==> src/rtl/cpu_pkg.sv <==
// Shared CPU definitions: data/address widths, halt opcode and the instruction-length
// rule used by both fetch and control so they always agree on opcode length.
package cpu_pkg;

  localparam int BYTE_W = 8;
  localparam int ADDR_W = 8;

  localparam logic [BYTE_W-1:0] HLT_OPCODE           = 8'hF0;
  localparam logic [15:0]       DEFAULT_TWO_BYTE_MAP = 16'h000E;

  function automatic logic is_two_byte(input logic [BYTE_W-1:0] opcode,
                                       input logic [15:0]       map);
    return map[opcode[7:4]];
  endfunction

endpackage

==> src/rtl/fetch_byte_fifo.sv <==
// Circular byte queue for the fetch stage: 1-byte push, 1- or 2-byte pop, flush,
// occupancy count and a peek at the head byte and the byte after it.
module fetch_byte_fifo
  import cpu_pkg::*;
#(
  parameter int DEPTH = 4
) (
  input  logic                       clk,
  input  logic                       rst,
  input  logic                       flush_i,
  input  logic                       push_i,
  input  logic [BYTE_W-1:0]          push_data_i,
  input  logic                       pop_i,
  input  logic                       pop_two_i,
  output logic [$clog2(DEPTH+1)-1:0] count_o,
  output logic [BYTE_W-1:0]          head_byte_o,
  output logic [BYTE_W-1:0]          next_byte_o
);

  localparam int PTR_W = $clog2(DEPTH);
  localparam int CNT_W = $clog2(DEPTH + 1);

  logic [BYTE_W-1:0] mem_q [DEPTH];
  logic [BYTE_W-1:0] mem_d [DEPTH];
  logic [PTR_W-1:0]  head_q, head_d;
  logic [PTR_W-1:0]  tail_q, tail_d;
  logic [PTR_W-1:0]  head_next_s;
  logic [CNT_W-1:0]  count_q, count_d;
  logic [CNT_W-1:0]  pop_len_s;

  // Next-state for storage, pointers and count; push and pop in one cycle both apply.
  always_comb begin
    mem_d   = mem_q;
    head_d  = head_q;
    tail_d  = tail_q;
    count_d = count_q;
    if (!pop_i) begin
      pop_len_s = {CNT_W{1'b0}};
    end else if (pop_two_i) begin
      pop_len_s = CNT_W'(2'd2);
    end else begin
      pop_len_s = CNT_W'(1'b1);
    end
    if (flush_i) begin
      head_d  = {PTR_W{1'b0}};
      tail_d  = {PTR_W{1'b0}};
      count_d = {CNT_W{1'b0}};
    end else begin
      if (push_i) begin
        mem_d[tail_q] = push_data_i;
        tail_d        = tail_q + PTR_W'(1'b1);
      end else begin
        tail_d = tail_q;
      end
      head_d  = head_q + PTR_W'(pop_len_s);
      count_d = count_q + CNT_W'(push_i) - pop_len_s;
    end
  end

  // Queue state registers.
  always_ff @(posedge clk or posedge rst) begin
    if (rst) begin
      mem_q   <= '{default: {BYTE_W{1'b0}}};
      head_q  <= {PTR_W{1'b0}};
      tail_q  <= {PTR_W{1'b0}};
      count_q <= {CNT_W{1'b0}};
    end else begin
      mem_q   <= mem_d;
      head_q  <= head_d;
      tail_q  <= tail_d;
      count_q <= count_d;
    end
  end

  assign head_next_s = head_q + PTR_W'(1'b1);
  assign count_o     = count_q;
  assign head_byte_o = mem_q[head_q];
  assign next_byte_o = mem_q[head_next_s];

endmodule

==> src/rtl/instr_fetch_queue.sv <==
// Fetch stage: issues byte reads to a 1-cycle instruction memory, queues the bytes and
// presents whole 1- or 2-byte instructions to decode, with redirect/flush and HLT stop.
module instr_fetch_queue
  import cpu_pkg::*;
#(
  parameter int          DEPTH        = 4,
  parameter logic [15:0] TWO_BYTE_MAP = DEFAULT_TWO_BYTE_MAP,
  parameter logic [7:0]  OP_HLT       = HLT_OPCODE
) (
  input  logic              clk,
  input  logic              rst,
  output logic              imem_req_o,
  output logic [ADDR_W-1:0] imem_addr_o,
  input  logic [BYTE_W-1:0] imem_rdata_i,
  input  logic              redirect_i,
  input  logic [ADDR_W-1:0] redirect_pc_i,
  output logic              out_valid_o,
  input  logic              out_ready_i,
  output logic [BYTE_W-1:0] out_opcode_o,
  output logic [BYTE_W-1:0] out_imm_o,
  output logic              out_two_byte_o,
  output logic [ADDR_W-1:0] out_pc_o,
  output logic              halted_o
);

  localparam int CNT_W = $clog2(DEPTH + 1);
  localparam int OCC_W = CNT_W + 1;
  localparam logic [OCC_W-1:0] DEPTH_OCC = OCC_W'(DEPTH);

  logic [ADDR_W-1:0] fetch_pc_q, fetch_pc_d;
  logic [ADDR_W-1:0] head_pc_q, head_pc_d;
  logic              inflight_q, inflight_d;
  logic              halted_q, halted_d;

  logic [CNT_W-1:0]  count_s;
  logic [BYTE_W-1:0] head_byte_s;
  logic [BYTE_W-1:0] next_byte_s;
  logic [OCC_W-1:0]  occ_s;
  logic              two_s;
  logic              valid_s;
  logic              pop_s;
  logic              push_s;
  logic              req_s;

  fetch_byte_fifo #(
    .DEPTH (DEPTH)
  ) u_fifo (
    .clk         (clk),
    .rst         (rst),
    .flush_i     (redirect_i),
    .push_i      (push_s),
    .push_data_i (imem_rdata_i),
    .pop_i       (pop_s),
    .pop_two_i   (two_s),
    .count_o     (count_s),
    .head_byte_o (head_byte_s),
    .next_byte_o (next_byte_s)
  );

  // Handshake and issue decisions; counting the in-flight read guarantees its data fits.
  always_comb begin
    two_s = is_two_byte(head_byte_s, TWO_BYTE_MAP);
    occ_s = OCC_W'(count_s) + OCC_W'(inflight_q);
    if (two_s) begin
      valid_s = !halted_q && (count_s >= CNT_W'(2'd2));
    end else begin
      valid_s = !halted_q && (count_s != {CNT_W{1'b0}});
    end
    pop_s  = valid_s && out_ready_i && !redirect_i;
    push_s = inflight_q && !redirect_i && !halted_q;
    req_s  = !halted_q && !redirect_i && (occ_s < DEPTH_OCC);
  end

  // PC, halt and in-flight next-state; a redirect overrides any same-cycle pop.
  always_comb begin
    fetch_pc_d = fetch_pc_q;
    head_pc_d  = head_pc_q;
    halted_d   = halted_q;
    inflight_d = req_s;
    if (redirect_i) begin
      fetch_pc_d = redirect_pc_i;
      head_pc_d  = redirect_pc_i;
      halted_d   = 1'b0;
    end else begin
      if (req_s) begin
        fetch_pc_d = fetch_pc_q + 8'd1;
      end else begin
        fetch_pc_d = fetch_pc_q;
      end
      if (pop_s) begin
        head_pc_d = head_pc_q + (two_s ? 8'd2 : 8'd1);
        halted_d  = halted_q | (head_byte_s == OP_HLT);
      end else begin
        head_pc_d = head_pc_q;
        halted_d  = halted_q;
      end
    end
  end

  // Control registers; reset also kills any read that is still in flight.
  always_ff @(posedge clk or posedge rst) begin
    if (rst) begin
      fetch_pc_q <= {ADDR_W{1'b0}};
      head_pc_q  <= {ADDR_W{1'b0}};
      inflight_q <= 1'b0;
      halted_q   <= 1'b0;
    end else begin
      fetch_pc_q <= fetch_pc_d;
      head_pc_q  <= head_pc_d;
      inflight_q <= inflight_d;
      halted_q   <= halted_d;
    end
  end

  assign imem_req_o     = req_s && !rst;
  assign imem_addr_o    = fetch_pc_q;
  assign out_valid_o    = valid_s;
  assign out_opcode_o   = head_byte_s;
  assign out_imm_o      = two_s ? next_byte_s : 8'h00;
  assign out_two_byte_o = two_s;
  assign out_pc_o       = head_pc_q;
  assign halted_o       = halted_q;

endmodule

==> config.mk <==
export PLATFORM = sky130hd
export DESIGN_NAME = instr_fetch_queue
export DESIGN_NICKNAME = d
export VERILOG_FILES = /design/src/rtl/cpu_pkg.sv /design/src/rtl/fetch_byte_fifo.sv /design/src/rtl/instr_fetch_queue.sv
export SDC_FILE = /design/constraint.sdc
export NUM_CORES = 1
export LEC_CHECK = 0
export ABC_CLOCK_PERIOD_IN_PS = 2700
export BUFFER_PORTS_ARGS = -buffer_cell sky130_fd_sc_hd__clkbuf_2
export CAP_MARGIN = 5
export CORE_MARGIN = 2
export CORE_UTILIZATION = 30
export CTS_CLUSTER_SIZE = 24
export DETAILED_ROUTE_END_ITERATION = 7
export PLACE_DENSITY = 0.54
export REMOVE_ABC_BUFFERS = 1
export SLEW_MARGIN = 20
export SYNTH_ARGS = -nofsm -noshare
export SYNTH_HDL_FRONTEND = slang
export SYNTH_SLANG_ARGS = --single-unit
==> constraint.sdc <==
create_clock -name clk -period 2.7 [get_ports clk]
set_input_delay 0.405 -clock clk [delete_from_list [all_inputs] [get_ports clk]]
set_output_delay 0.405 -clock clk [all_outputs]
set_load 0.02 [all_outputs]
After elaboration in Yosys (flattened, before gate mapping) --
Memory sizes are Yosys's and may differ from the RTL's. Cells that the tools add are included.
Storage, ports and cells: flip-flop bits (word level) 57, ROM bits 16, input bits 20, logic and storage cells 76, memories kept 1
Cells by class: add/subtract/negate cells 8, $lt $le $gt $ge 7, equal/unequal tests 1, mux-type cells 25, bitwise gates (word level) 5, reduce and logical (&&, ||, !) cells 18
Memories:
- (name not given) | depth 16, bits a word 1, rd ports 1, clocked after Yosys merged registers in 0, write ports 0, RTL line cpu_pkg.sv:13 | return map[opcode[7:4]];
Operator list (count):
- two-way mux 8 bit | 10
- binary-select mux 8 bit (select 2 bit) | 2
- bitwise mux 32 bit | 1
- demux 8 bit (select 2 bit) | 1
- logical AND 1 bit | 10
- two-way mux 2 bit | 5
- >= comparator 3 bit, second input constant | 3
- NOT 2 -> 3 bit | 3
- adder 8 x 1 -> 8 bit, second input constant | 1
- adder 8 x 2 -> 8 bit | 1
- == test 8 bit, second input constant | 1
- two-way mux 3 bit | 2
- nonzero test 2 bit | 3
- less-than comparator 4 x 5 -> 1 bit, second input constant | 1
- adder 2 x 1 -> 2 bit, second input constant | 2
- adder 3 x 1 -> 4 bit | 1
- less-than comparator 4 x 3 -> 1 bit, second input constant | 1
- two-way mux 1 bit | 4
- adder 3 x 1 -> 3 bit | 1
- >= comparator 3 x 2 -> 1 bit, second input constant | 1
- zero test 1 bit | 3
- less-than comparator 3 x 1 -> 1 bit, second input constant | 1
- nonzero test 3 bit | 1
- subtractor 3 bit | 1
- 4 further kinds | 4

Logic depth before layout (Yosys ltp) --
Gate-level depths: netlist (run 1).
depth after elaboration 12, gate-level depth with buffers 14, gate-level depth less buffers 12

By module --
A second synthesis (run 1) with hierarchy kept.
Unflattened totals: cells, all modules 254, area, all modules 3284.4 um^2
Modules (own cells, without submodules):
- fetch_byte_fifo | times used 1, cells an instance 128, area an instance 2113.3 um^2
- instr_fetch_queue | times used 1, cells an instance 126, area an instance 1171.1 um^2

Least setup slack after synthesis (run 1) --
No wires, ideal clock.
kind register -> register, from reg u_fifo.head_q[0], to reg u_fifo.count_q[2], in the netlist u_fifo.count_o[2], library setup time 0.131 ns, arrival 3.064 ns, data required time 2.569 ns, path slack -0.495 ns, cell stages (with the launch flop) 14, path buffers 2, clock period less this slack 3.195 ns, path through dfrtp_1 -> buf_6 -> mux4_2 -> or3_1 -> clkbuf_2 -> inv_1 -> a211oi_1 -> ha_1 -> inv_1 -> ha_1 -> inv_1 -> fa_1 -> xnor2_1 -> nor2_1
Between the ends: cells in the longest elaborated chain, start to end 12, elaborated cells on any way between the ends 13, classes of those cells add/sub (1); mux (8); bitwise (1); reduce/logical (2); memory (1)
RTL lines:
- start, declared | RTL line fetch_byte_fifo.sv:25 | logic [PTR_W-1:0] head_q, head_d;
- start signal, assigned | RTL line fetch_byte_fifo.sv:64 | head_q <= {PTR_W{1'b0}};
- NOT 2 -> 3 bit (implied by the code) (*) | RTL line fetch_byte_fifo.sv:77 | assign head_byte_o = mem_q[head_q];
- binary-select mux 8 bit (select 2 bit) (*) | RTL line fetch_byte_fifo.sv:77
- two-way mux 8 bit (implied by the code) (*) (2 in series) | RTL line fetch_byte_fifo.sv:77
- named net out_opcode_o[7] | RTL line instr_fetch_queue.sv:19 | output logic [BYTE_W-1:0] out_opcode_o,
- memory read (16 x 1 bit) (*)
- two-way mux 1 bit (implied by the code) (*) | RTL line cpu_pkg.sv:13
- named net out_two_byte_o | RTL line instr_fetch_queue.sv:21 | output logic out_two_byte_o,
- two-way mux 1 bit | RTL line instr_fetch_queue.sv:64 | if (two_s) begin
- logical AND 1 bit (2 in series) | RTL line instr_fetch_queue.sv:69 | pop_s = valid_s && out_ready_i && !redirect_i;
- two-way mux 3 bit (*) | RTL line fetch_byte_fifo.sv:37 | if (!pop_i) begin
- subtractor 3 bit (*) | RTL line fetch_byte_fifo.sv:56 | count_d = count_q + CNT_W'(push_i) - pop_len_s;
- two-way mux 3 bit (*) | RTL line fetch_byte_fifo.sv:44 | if (flush_i) begin
- named net u_fifo.count_d[2] | RTL line fetch_byte_fifo.sv:28 | logic [CNT_W-1:0] count_q, count_d;
- end signal, assigned | RTL line fetch_byte_fifo.sv:66 | count_q <= {CNT_W{1'b0}};
- end signal, assigned | RTL line fetch_byte_fifo.sv:71 | count_q <= count_d;
- end, declared | RTL line fetch_byte_fifo.sv:28
The timed path passes the listed nets; every way through them passes the cells marked *. The select of a mux whose other input is x is not followed. A chain may end at the register's enable or synchronous reset.

Final worst setup path (run 1) --
from reg u_fifo.head_q[1], to reg u_fifo.count_q[1], in the netlist u_fifo.count_o[1]
Between the ends: cells in the longest elaborated chain, start to end 12, elaborated cells on any way between the ends 13, classes of those cells add/sub (1); mux (8); bitwise (1); reduce/logical (2); memory (1)
RTL lines (RTL line):
- NOT 2 -> 3 bit (implied by the code) (*) | fetch_byte_fifo.sv:77
- binary-select mux 8 bit (select 2 bit) (*) | fetch_byte_fifo.sv:77
- two-way mux 8 bit (implied by the code) (*) (2 in series) | fetch_byte_fifo.sv:77
- memory read (16 x 1 bit) (*)
- two-way mux 1 bit (implied by the code) (*) | cpu_pkg.sv:13
- two-way mux 1 bit | instr_fetch_queue.sv:64
- logical AND 1 bit (2 in series) | instr_fetch_queue.sv:69
- two-way mux 3 bit (*) | fetch_byte_fifo.sv:37
- subtractor 3 bit (*) | fetch_byte_fifo.sv:56
- two-way mux 3 bit (*) | fetch_byte_fifo.sv:44
- named net u_fifo.count_d[1] | fetch_byte_fifo.sv:28
Marked as above.

==> results of run 1 <==
==> layout make-up <==
class | count | area share, %
multi-input combinational | 177 | 42.2
sequential | 57 | 34.6
timing repair buffer | 81 | 13.1
tap | 136 | 4.12
clock buffer | 11 | 3.43
clock inverter | 5 | 1.33
inverter | 13 | 1.24
==> metrics by stage <==
stage / setup TNS, ns / cells / worst slack (ns)
after global placement: -0.220 / 464 / -0.134
after floorplan: -5.97 / 247 / -0.775
after detailed placement: -0.907 / 464 / -0.283
final: -0.0802 / 480 / -0.0448
after CTS: -0.143 / 480 / -0.0420
after global routing: -0.936 / 480 / -0.156
==> cells in the mapped netlist (3+ instances only) <==
library cell,count
dfrtp_1,57
mux4_2,5
mux2_2,36
a21oi_1,8
mux4_1,11
or3_1,4
xor2_1,3
o21ai_0,13
nor2_1,9
and2_1,13
ha_1,11
inv_1,12
nand2_1,17
clkbuf_1,8
nor2b_1,6
xnor2_1,7
and3_1,4
nand3_1,7
==> critical path, stage by stage, from the launching register on <==
cell and delay, ns:
dfrtp_2 0.45, mux4_2 0.53, or3_4 0.41, or3_1 0.32, ha_1 0.29, inv_2 0.04
fa_2 0.54, nor2_1 0.04
==> path summary, 6_finish.rpt <==
path,startpoint,endpoint,slack [ns],cells past startpoint
min in group clk,redirect_pc_i[7],out_pc_o[7],0.30,3
worst max register to register,u_fifo.head_q[1],u_fifo.count_o[1],-0.04,7
worst min-delay path,rst,imem_addr_o[3],0.11,2
worst min register to register,u_fifo.mem_q[0],u_fifo.mem_q[0],0.52,1
max in group asynchronous,rst,u_fifo.head_q[1],2.01,3
worst max-delay path,u_fifo.head_q[1],u_fifo.count_o[1],-0.04,7
==> state kept, by name (all words and copies together) (netlist names) <==
register        cells
u_fifo.count_o      3
u_fifo.tail_q       2
u_fifo.mem_q       32
out_pc_o            8
imem_addr_o         8
halted_o            1
inflight_q          1
u_fifo.head_q       2
==> cells by family (layout without fill, tap and decap cells) <==
family | Yosys count | in the layout | synth area share [%]
AOI/OAI and AO/OA | 33 | 33 | 7.15
muxes | 53 | 53 | 25.3
xor gates and xnor gates | 10 | 10 | 2.71
adders and majority gates | 13 | 13 | 5.49
DFF | 57 | 57 | 44.1
and+or+nand+nor | 68 | 68 | 11.0
buffers and inverters | 26 | 110 | 4.33
==> power by group <==
part           internal, mW  total (mW)  switching, mW
Clock                 0.448       0.806          0.358
Combinational          1.17        2.30           1.13
Sequential             1.17        1.44          0.271
Total                  2.79        4.55           1.76
==> per-layer routing <==
layer,vias up,wire [um]
li1,1101,-
met1,1193,3640
met2,60,3660
met3,10,408
met4,0,108
met5,-,0
==> what timing repair did <==
item / 4_1_cts / 5_1_grt
setup endpoints to repair: 19 / 19
pin swaps: 2 / 4
gates resized for setup: 13 / 38
hold endpoints to repair: 0 / 0
==> flow_results.org, run 1 <==
** Run status
- The flow ran to the end, but the final reports show violations.
- Failing checks :: setup timing

** Clocking
- Clock-pin slew was measured on the worst setup and hold paths at 0.07 ns.
- Setup bufs post-CTS :: 0
- Clock latency on the worst-skew pair :: 0.35 ns
- Clk buf depth :: 2
- Count of hold buffers inserted by post-cts repair :: 0
- Sinks on Clock Net :: 57
- The clock tree synthesis step divided the H-tree into 3 levels.
- TritonCTS built the clock tree.
- Clock Root Buffer :: clkbuf_8
- The number of clock buffers added by TritonCTS is 9.

** Synth
- After synthesis, the cell types taking the most area are dfrtp_1 (44%), mux2_2 (13%), mux4_1 (8.9%), ha_1 (4.3%), mux4_2 (3.5%).
- Share of async-settable or async-resettable flops after synthesis :: 100%
- The cell count after synthesis came out at 260.
- The synthesized netlist occupies a cell area of 3240 um^2.
- Number of register bits inferred by synthesis :: 57
- Yosys top cell area share :: 44.1%
- Of all cell types, the one taking the most synthesized area is dfrtp_1.
- Syn. warnings :: 0
- Counting flops with a built-in enable in the synthesized netlist gives 0.
- Of the synthesized area, sequential elements account for 44.1%.
- The netlist uses 41 different library cells.
- For this run, the leading register cell type out of synthesis is dfrtp_1.
- Per-instance average area after synthesis :: 12.4 um^2

** GRT
- Number of global-route vias before repair :: 2,366
- Pin count of the biggest net entering global routing :: 36
- The initial antenna violation count came to 0.
- M3 GR Usage :: 4.18%
- Global routing finished with a remaining overflow of 0.
- Peak-usage layer in the global routing report :: met2
- Global routing consumed, over all layers together, 14.4% of the routing resources.
- Wire length of the first global-routing pass :: 12,600 um
- For met1 alone, demand over resource in global routing was 19.2%.
- In the global route stage, met2 resource usage came out at 22.9%.

** STA
- Top achievable clock speed :: 364 MHz
- Period Utilization, post-route :: 102%
- Number of failing setup endpoints in the final timing report :: 3
- Transition time of the tightest slew-check pin :: 0.570 ns
- Setup repair after global routing missed its margin :: yes
- For the final database, setup skew stands at 0.00988 ns.
- Final Worst Setup Slack :: -0.0448 ns
- Final hold viol count :: 0
- Max-slew violation total from the final report :: 0
- Final hold analysis gives a worst-case slack of 0.109 ns.
- Counting I/O delays and the setup requirement, the final critical path takes 2.74 ns.
- Headroom to the max-slew limit came out at 61.6%.

** Worst setup path
- The worst setup path is launched from a flop.
- Along the worst path, the maximum fanout reaches 6.
- CP arrival :: 2.97 ns
- The worst setup path is captured at a flop.
- Critical path type :: reg -> reg
- Data required time of the worst path :: 2.93 ns

** Die
- Core Region :: 10,400 um^2
- Initial core utilization :: 31.1%
- Die width :: 108 um
- Standard-cell row count :: 37
- The floorplan step defined a die boundary enclosing 11,600 um^2.
- Die Span Y :: 108 um
- In this run the count of I/O pins placed on the die edge is 56.

** Min path
- Min-Delay Path Class :: in -> async

** Run
- Number of max-capacitance violations reported :: 0

** Route
- Number of DRC violations after detailed-routing iteration 0 :: 87
- Number of routed nets with antenna violations :: 0
- DRC violations left :: 0
- Routed wirelength normalized by instance count :: 16.3 um
- For this block, the routed nets add up to 7820 um of wire.
- In the routed layout, each cell is associated on average with a via count of 4.93.
- Before antenna repair, the detailed router went through 4 iterations.
- Vias :: 2,364

** Final layout
- The library cell used most frequently in the layout, excluding fill and tap cells, is dfrtp_1.
- Total number of nets in the final design :: 372
- After routing the design area is 4130 um^2.
- Summing all flip-flop and latch instances after layout gives 1430 um^2.
- The repair_antennas step left the layout with diodes totalling 0.
- Final standard cell utilization of the core :: 39.6%
- Of the cells placed in the final design, the portion with a size suffix greater than 1 is 47.1%.
- The layout has 1,022 filler cells.
- In the layout the commonest cells are dfrtp_1 (56), clkbuf_2 (46), mux2_2 (36).
- Area taken by multi-input logic gates :: 1740 um^2
- Area delta synth->final :: 27.5%

** Placement
- Placed Instance Area :: 3800 um^2
- Weighted congestion reported at the end of routability-driven placement :: 0.755
- Count of buffers from port buffering :: 55
- Half-perimeter wire length of the detailed placement result :: 5700 um

** Power and ir drop
- Power density relative to cell area :: 1100 nW/um^2
- VDD IR-drop max :: 0.528 mV
- Leakage :: 1.89 nW
- Tot Pwr :: 4.55 mW
Note: power is estimated with default switching activity, not from simulation.
==> run 2: changes to the inputs <==
Settings changed: CELL_PAD_IN_SITES_DETAIL_PLACEMENT set to 1, CELL_PAD_IN_SITES_GLOBAL_PLACEMENT set to 1, PLACE_DENSITY 0.54 to 0.63.
==> flow_results.org, run 2 (synthesis results as in run 1) <==
** Run status
- Outcome :: complete, but fails checks (unchanged)
- Failing checks: setup timing (unchanged).

** Worst setup path
- The depth of the worst register-to-register path came to 7 (unchanged).
- Slowest cell delay on critical path :: 0.55 ns (was 0.54 ns)
- Cell seen most often among critical-path stages :: or3_4
- Slack of the worst reg-to-reg path :: -0.04 ns (about the same)
- The endpoint kind of the worst setup timing path is a flop (unchanged).
- Max FO, Critical Path :: 6 (unchanged)
- Critical path type :: reg -> reg (unchanged)
- Critical path cell sequence :: mux4_2, or3_4, or3_4, ha_4, inv_2, fa_2, nor2_1 (was mux4_2, or3_4, or3_1, ha_1, inv_2, fa_2, nor2_1)
- The master of the slowest instance on the critical path is fa_2 (unchanged).
- The kind of launch point of the worst setup path was a flop (unchanged).
- The data arrival time of the critical path was 2.96 ns (was 2.97 ns).
- The critical path required time was 2.92 ns (was 2.93 ns).

** Placement
- Weighted congestion reported at the end of routability-driven placement :: 0.719 (was 0.755)
- The detailed placement HPWL was 6080 um (was 5700 um).
- The count of port buffers added during placement was 55 (unchanged).

** Route
- Final wirelength :: 8440 um (was 7820 um)
- The detailed router's first-iteration violation count was 56 (was 87).
- Number of vias per cell :: 4.89 (was 4.93)
- Number of search-and-repair iterations in the first detailed-routing pass :: 4 (unchanged)
- DRC violations left :: 0 (unchanged)
- Number of routed nets with antenna violations :: 0 (unchanged)
- The total via count after detailed routing is 2,378 (was 2,364).
- The routed wirelength normalized by instance count is 17.4 um (was 16.3 um).

** STA
- Setup repair after global routing missed its margin: yes (unchanged).
- Final hold viol count :: 0 (unchanged)
- Number of failing setup endpoints in the final timing report :: 3 (unchanged)
- Final critical-path required period :: 2.74 ns (about the same)
- Period Utilization, post-route :: 102% (about the same)
- Transition time of the tightest slew-check pin :: 0.754 ns (was 0.570 ns)
- Clock skew after layout :: 0.00704 ns (was 0.00988 ns)
- Slew Limit Headroom :: 49.7% (was 61.6%)
- Max-slew violation total from the final report :: 0 (unchanged)
- The highest clock frequency the design can meet came to 364 MHz (about the same).
- The minimum setup slack in the final design is -0.0449 ns (was -0.0448 ns).
- Setup TNS Final :: -0.0767 ns (was -0.0802 ns)

** Die
- The area inside the core boundary came to 10,400 um^2 (unchanged).
- Die Span Y :: 108 um (unchanged)
- The starting utilization of the core area was 31.1% (unchanged).
- The I/O pin count is 56 (unchanged).
- The area of the die is 11,600 um^2 (unchanged).
- Standard-cell row count :: 37 (unchanged)
- The die span in x came to 108 um (unchanged).

** Run
- Number of max-capacitance violations reported :: 0 (unchanged)

** Final layout
- The net total in the final layout was 379 (was 372).
- Proportion of layout cells with a drive suffix above 1 :: 48.3% (was 47.1%)
- The layout overhead on the synthesized area came to 28.3% (was 27.5%).
- The register containing the most flip-flops in the final layout was u_fifo.mem_q (unchanged).
- Antenna Diode Count :: 0 (unchanged)
- Max FFs per register :: 32 (unchanged)
- The commonest non-fill, non-tap cell in the layout is dfrtp_1 (unchanged).
- Commonest cells after routing, fill and taps aside :: dfrtp_1 (56), clkbuf_2 (46), buf_4 (37) (was dfrtp_1 (56), clkbuf_2 (46), mux2_2 (36))
- Final standard cell utilization of the core :: 39.8% (was 39.6%)

** Clocking
- The CTS clock-pin slew for the worst setup and hold paths is 0.07 ns (about the same).
- Clk buf depth :: 2 (unchanged)
- The worst-skew pair later-pin latency came to 0.34 ns (was 0.35 ns).
- Number of buffers created by CTS :: 9 (unchanged)
- The CTS tree was built (unchanged).
- Total number of H-tree levels :: 3 (unchanged)
- The number of hold buffers added after cts is 0 (unchanged).
- The root cell of the clock tree is clkbuf_8 (unchanged).
- The clock sink count came to 57 (unchanged).

** GRT
- Peak-usage layer in the global routing report :: met2 (unchanged)
- Met2 Usage GRT :: 27.0% (was 22.9%)
- The all-layer global routing usage was 15.7% (was 14.4%).
- The number of global-route vias before repair is 2,599 (was 2,366).
- The met1 usage was 19.6% (was 19.2%).
- Remaining Overflow, GRT :: 0 (unchanged)
- The met3 usage came to 3.45% (was 4.18%).
- The pin count of the biggest net entering global routing is 58 (was 36).
- Number of antenna violations at the first check in global routing :: 0 (unchanged)
- Wire length of the first global-routing pass :: 13,800 um (was 12,600 um)

** Power and ir drop
- The worst voltage drop across the vdd grid is 0.472 mV (was 0.528 mV).
- The total power per unit cell area came to 1110 nW/um^2 (was 1100 nW/um^2).
- The standby leakage power is 1.90 nW (was 1.89 nW).

** Min path
- The classification of the worst-slack hold path is in -> async (unchanged).
-- run 2: changes by cell type in the layout (fill, tap and decap cells not counted), moves of 2 or more --
cell | previous run | this run
and2_1 | 8 | 11
and2_4 | 5 | 2
buf_4 | 26 | 37
buf_6 | 7 | 2
clkbuf_4 | 0 | 2
ha_1 | 10 | 8
ha_4 | 0 | 3
inv_2 | 2 | 4
-- run 2: worst paths after layout --
path                                      to              from
max                        u_fifo.count_o[1]  u_fifo.head_q[1]
min                           imem_addr_o[2]               rst
max reg2reg                u_fifo.count_o[1]  u_fifo.head_q[1]
min reg2reg                 u_fifo.mem_q[17]  u_fifo.mem_q[17]
max in group asynchronous   u_fifo.head_q[1]               rst
min in group clk              imem_addr_o[0]  redirect_pc_i[0]
-- run 2: what timing repair did --
action / CTS / global route
endpoints found under the setup margin: 20 / 21
resized for setup: 16 / 31
pin swaps: 6 / 5
setup buffers: 5 / 4
-- run 2: critical path: cells and delay by family, from the launching register on --
kind	cells	cell delay, ns
buf+inv	1	0.04
flops	1	0.45
mux	1	0.53
simple gates	3	0.80
fa+ha+maj	2	0.82
-- run 2: through the flow --
stage               std cells  setup WS (ns)  hold WS [ns]  power [mW]  instance area (um^2)
floorplan                 247         -0.775         0.468        2.71                  3140
global placement          462         -0.131         0.500        3.49                  3770
detailed placement        462         -0.278         0.512        3.56                  3770
CTS                       482        -0.0513         0.280        4.47                  4020
global route              486         -0.127         0.305        4.92                  4150
finish                    486        -0.0449         0.263        4.59                  4150
-- run 2: per-layer routing --
metal | share of wire [%] | vias to the layer above
met5 | 0 | -
met2 | 51 | 51
met1 | 44 | 1203
met4 | 1.3 | 0
met3 | 3.6 | 9
li1 | - | 1115
-- run 2: power by group --
group          total (mW)  internal [mW]  switching [mW]
Clock               0.690          0.350           0.340
Combinational        2.44           1.26            1.18
Sequential           1.46           1.17           0.287
Total                4.59           2.78            1.81
-- run 2: cell type report --
| cell class | instances | area [um^2] |
|---|---|---|
| clock buffers | 12 | 145 |
| clock inverters | 3 | 17.5 |
| fillers | 1160 | 6270 |
| inverters | 13 | 48.8 |
| multi-input cells | 177 | 1780 |
| flip-flops and latches | 57 | 1430 |
| well taps | 136 | 170 |
| repair buffers | 88 | 561 |
==> run 3: changes to the inputs <==
Settings changed: ABC_CLOCK_PERIOD_IN_PS 2700 to 2200.
Clock period 2.7 ns to 2.2 ns, I/O delays scaled along.
==> flow_results.org, run 3 (synthesis results as in run 1) <==
** GRT
- Global-route usage over all layers :: 16.9% (was 15.7%)
- The initial antenna violation count was 0 (unchanged).
- The number of global-route vias before repair came to 2,781 (was 2,599).
- Wire length of the first global-routing pass :: 14,800 um (was 13,800 um)
- The pin count of the biggest net entering global routing came to 24 (was 58).
- Remaining Overflow, GRT :: 0 (unchanged)

** Final layout
- The commonest non-fill, non-tap cell in the layout is dfrtp_1 (unchanged).
- The net total in the final layout came to 409 (was 379).
- Area occupied by registers :: 1430 um^2 (about the same)
- Antenna Diode Count :: 0 (unchanged)
- The fraction of layout cells with a size suffix above 1 is 54.1% (was 48.3%).
- The post-route standard cell area excluding fillers came to 4530 um^2 (was 4150 um^2).
- The count of fill cells added during filler insertion is 1,139 (was 1,160).
- Area taken by multi-input logic gates :: 1760 um^2 (was 1780 um^2)
- The register containing the most flip-flops in the final layout was u_fifo.mem_q (unchanged).
- Final standard cell utilization of the core :: 43.4% (was 39.8%)
- Area delta synth->final :: 39.9% (was 28.3%)
- Commonest cells after routing, fill and taps aside: dfrtp_1 (55), buf_4 (52), clkbuf_2 (41) (was dfrtp_1 (56), clkbuf_2 (46), buf_4 (37)).
- The flip-flop count of the largest register after layout was 32 (unchanged).

** Power and ir drop
- The net switching power came to 2.40 mW (was 1.81 mW).
- Proportion of total power due to net switching :: 38.5% (was 39.5%)
- Power share of the sequential group :: 28.3% (was 31.8%)
- The internal portion of total power is 3.84 mW (was 2.78 mW).
- The worst voltage drop across the vdd grid is 0.845 mV (was 0.472 mV).
- The total power after layout came to 6.24 mW (was 4.59 mW).
- The clock network power share was 16.4% (was 15.0%).
- Power density relative to cell area :: 1380 nW/um^2 (was 1110 nW/um^2)
- The standby leakage power is 2.08 nW (was 1.90 nW).
- The proportion of power drawn by combinational gates came to 55.3% (was 53.1%).

** Route
- Routed wirelength normalized by instance count :: 17.6 um (was 17.4 um)
- Number of search-and-repair iterations in the first detailed-routing pass :: 4 (unchanged)
- The wire length reported by the detailed router came to 9090 um (was 8440 um).
- Number of DRC violations after detailed-routing iteration 0 :: 54 (was 56)
- The per-cell via count in the routed design was 4.97 (was 4.89).
- The number of antenna-violating nets in the routed design is 0 (unchanged).
- DRC violations left :: 0 (unchanged)
- The total via count after detailed routing was 2,572 (was 2,378).

** Die
- The I/O pin count was 56 (unchanged).
- The die span in x is 108 um (unchanged).
- The area of the die came to 11,600 um^2 (unchanged).
- Initial core utilization :: 31.1% (unchanged)
- Die Span Y :: 108 um (unchanged)
- Standard-cell row count :: 37 (unchanged)
- Core Region :: 10,400 um^2 (unchanged)

** Run
- Number of max-capacitance violations reported :: 0 (unchanged)

** Worst setup path
- Max FO, Critical Path :: 6 (unchanged)
- The slack of the worst reg-to-reg path was -0.58 ns (was -0.04 ns).
- The master of the slowest instance on the critical path is fa_2 (unchanged).
- The delay contributed by the slowest stage of the critical path came to 0.55 ns (about the same).
- Critical path cell sequence: mux4_2, or3_4, or3_4, ha_4, inv_2, fa_2, nor2_1 (unchanged).
- Cell seen most often among critical-path stages :: or3_4 (unchanged)
- Kind of end point of the critical path :: flop (unchanged)
- Startpoint types :: flop (unchanged)
- The critical path required time was 2.43 ns (was 2.92 ns).
- Critical path type :: reg -> reg (unchanged)
- CP arrival :: 3.01 ns (was 2.96 ns)
- Reg2reg start :: u_fifo.head_q[1] (unchanged)
- FF-to-FF path depth :: 7 (unchanged)
- Reg2reg end :: u_fifo.count_o[1] (unchanged)

** Clocking
- The maximum count of clock buffers along a single path came to 2 (unchanged).
- Register clock-pin slew on the reported worst setup and hold paths :: 0.08 ns (was 0.07 ns)
- TritonCTS clock tree :: built (unchanged)
- Number of buffers created by CTS :: 9 (unchanged)
- Count of hold buffers inserted by post-cts repair :: 0 (unchanged)
- The maximum level of the CTS H-tree was 3 (unchanged).
- The root cell of the clock tree was clkbuf_8 (unchanged).
- The clock sink count was 57 (unchanged).
- Clock latency on the worst-skew pair :: 0.35 ns (was 0.34 ns)

** STA
- Top achievable clock speed :: 360 MHz (was 364 MHz)
- The count of pins over their slew limit was 0 (unchanged).
- Setup repair after global routing missed its margin :: yes (unchanged)
- The count of final setup violators is 26 (was 3).
- Final critical-path required period :: 2.78 ns (was 2.74 ns)
- The minimum setup slack in the final design is -0.578 ns (was -0.0449 ns).
- The final period utilization came to 126% (was 102%).
- Final hold viol count :: 0 (unchanged)
- The worst slew margin relative to its limit was 57.5% (was 49.7%).
- The transition time at the pin with the least slew margin is 0.631 ns (was 0.754 ns).
- Clock skew after layout :: 0.0112 ns (was 0.00704 ns)
- The worst-case hold slack was 0.0195 ns (was 0.263 ns).

** Placement
- The detailed placement HPWL came to 6540 um (was 6080 um).
- The placed cell area was 4070 um^2 (was 3770 um^2).
- The final estimated routing congestion in global placement was 0.727 (was 0.719).
- The count of port buffers added during placement was 55 (unchanged).
- The pre-CTS setup slack was -0.892 ns (was -0.278 ns).

** Run status
- Outcome :: complete, but fails checks (unchanged)
- Failing checks :: setup timing (unchanged)

** Min path
- Min-Delay Path Class :: in -> async (unchanged)
## run 3: per-layer routing
metal  up-vias  global-route usage, %  part of all wire (%)
li1       1175                      -                     -
met1      1325                   20.7                    43
met2        62                   29.6                    52
met3        10                   4.36                   3.6
met4         0                   4.21                   1.4
met5         -                      0                     0
## run 3: power by group through the flow
stage	combinational, mW	clock (mW)	sequential [mW]
2_1_floorplan	1.52	0	1.82
3_3_place_gp	2.84	0	1.75
3_5_place_dp	2.92	0	1.77
4_1_cts	3.20	1.06	1.76
5_1_grt	3.73	1.10	1.82
6_report	3.45	1.02	1.76
## run 3: area by class of cell
class | count | area share, %
inverter | 13 | 1.13
sequential | 57 | 31.6
tap | 136 | 3.76
multi-input combinational | 177 | 38.9
clock buffer | 9 | 2.74
clock inverter | 7 | 1.74
timing repair buffer | 118 | 20.2
## run 3: per-stage QoR
step                      setup TNS (ns)  std cells
after floorplan                   -16.63        247
after global placement             -6.87        493
after detailed placement          -10.03        493
after CTS                         -11.88        515
after global routing              -12.15        517
final                              -9.00        517
## run 3: worst max path at each step
stage                startpoint           endpoint  slack [ns]  depth (start not counted)
2_1_floorplan  u_fifo.head_q[0]  u_fifo.count_o[2]       -1.28                         11
3_3_place_gp   u_fifo.head_q[1]  u_fifo.count_o[2]       -0.64                         12
3_5_place_dp   u_fifo.head_q[1]  u_fifo.count_o[2]       -0.89                         12
4_1_cts        u_fifo.head_q[1]  u_fifo.count_o[1]       -0.59                          7
5_1_grt        u_fifo.head_q[1]        out_pc_o[4]       -0.67                         10
6_report       u_fifo.head_q[1]  u_fifo.count_o[1]       -0.58                          7
## run 3: worst max-delay path: cells and delay by family, from the launching register on
family / cells / cell delay [ns]
adder cells (fa/ha/maj): 2 / 0.82
buffers and inverters: 1 / 0.04
flip-flops: 1 / 0.45
multiplexers: 1 / 0.54
AND/OR/NAND/NOR: 3 / 0.81
## run 3: timing repair
action                                  CTS  global route
endpoints found under the setup margin   28            28
resized for setup                        29            48
buffers inserted                          6             7
pin swaps                                 7             6
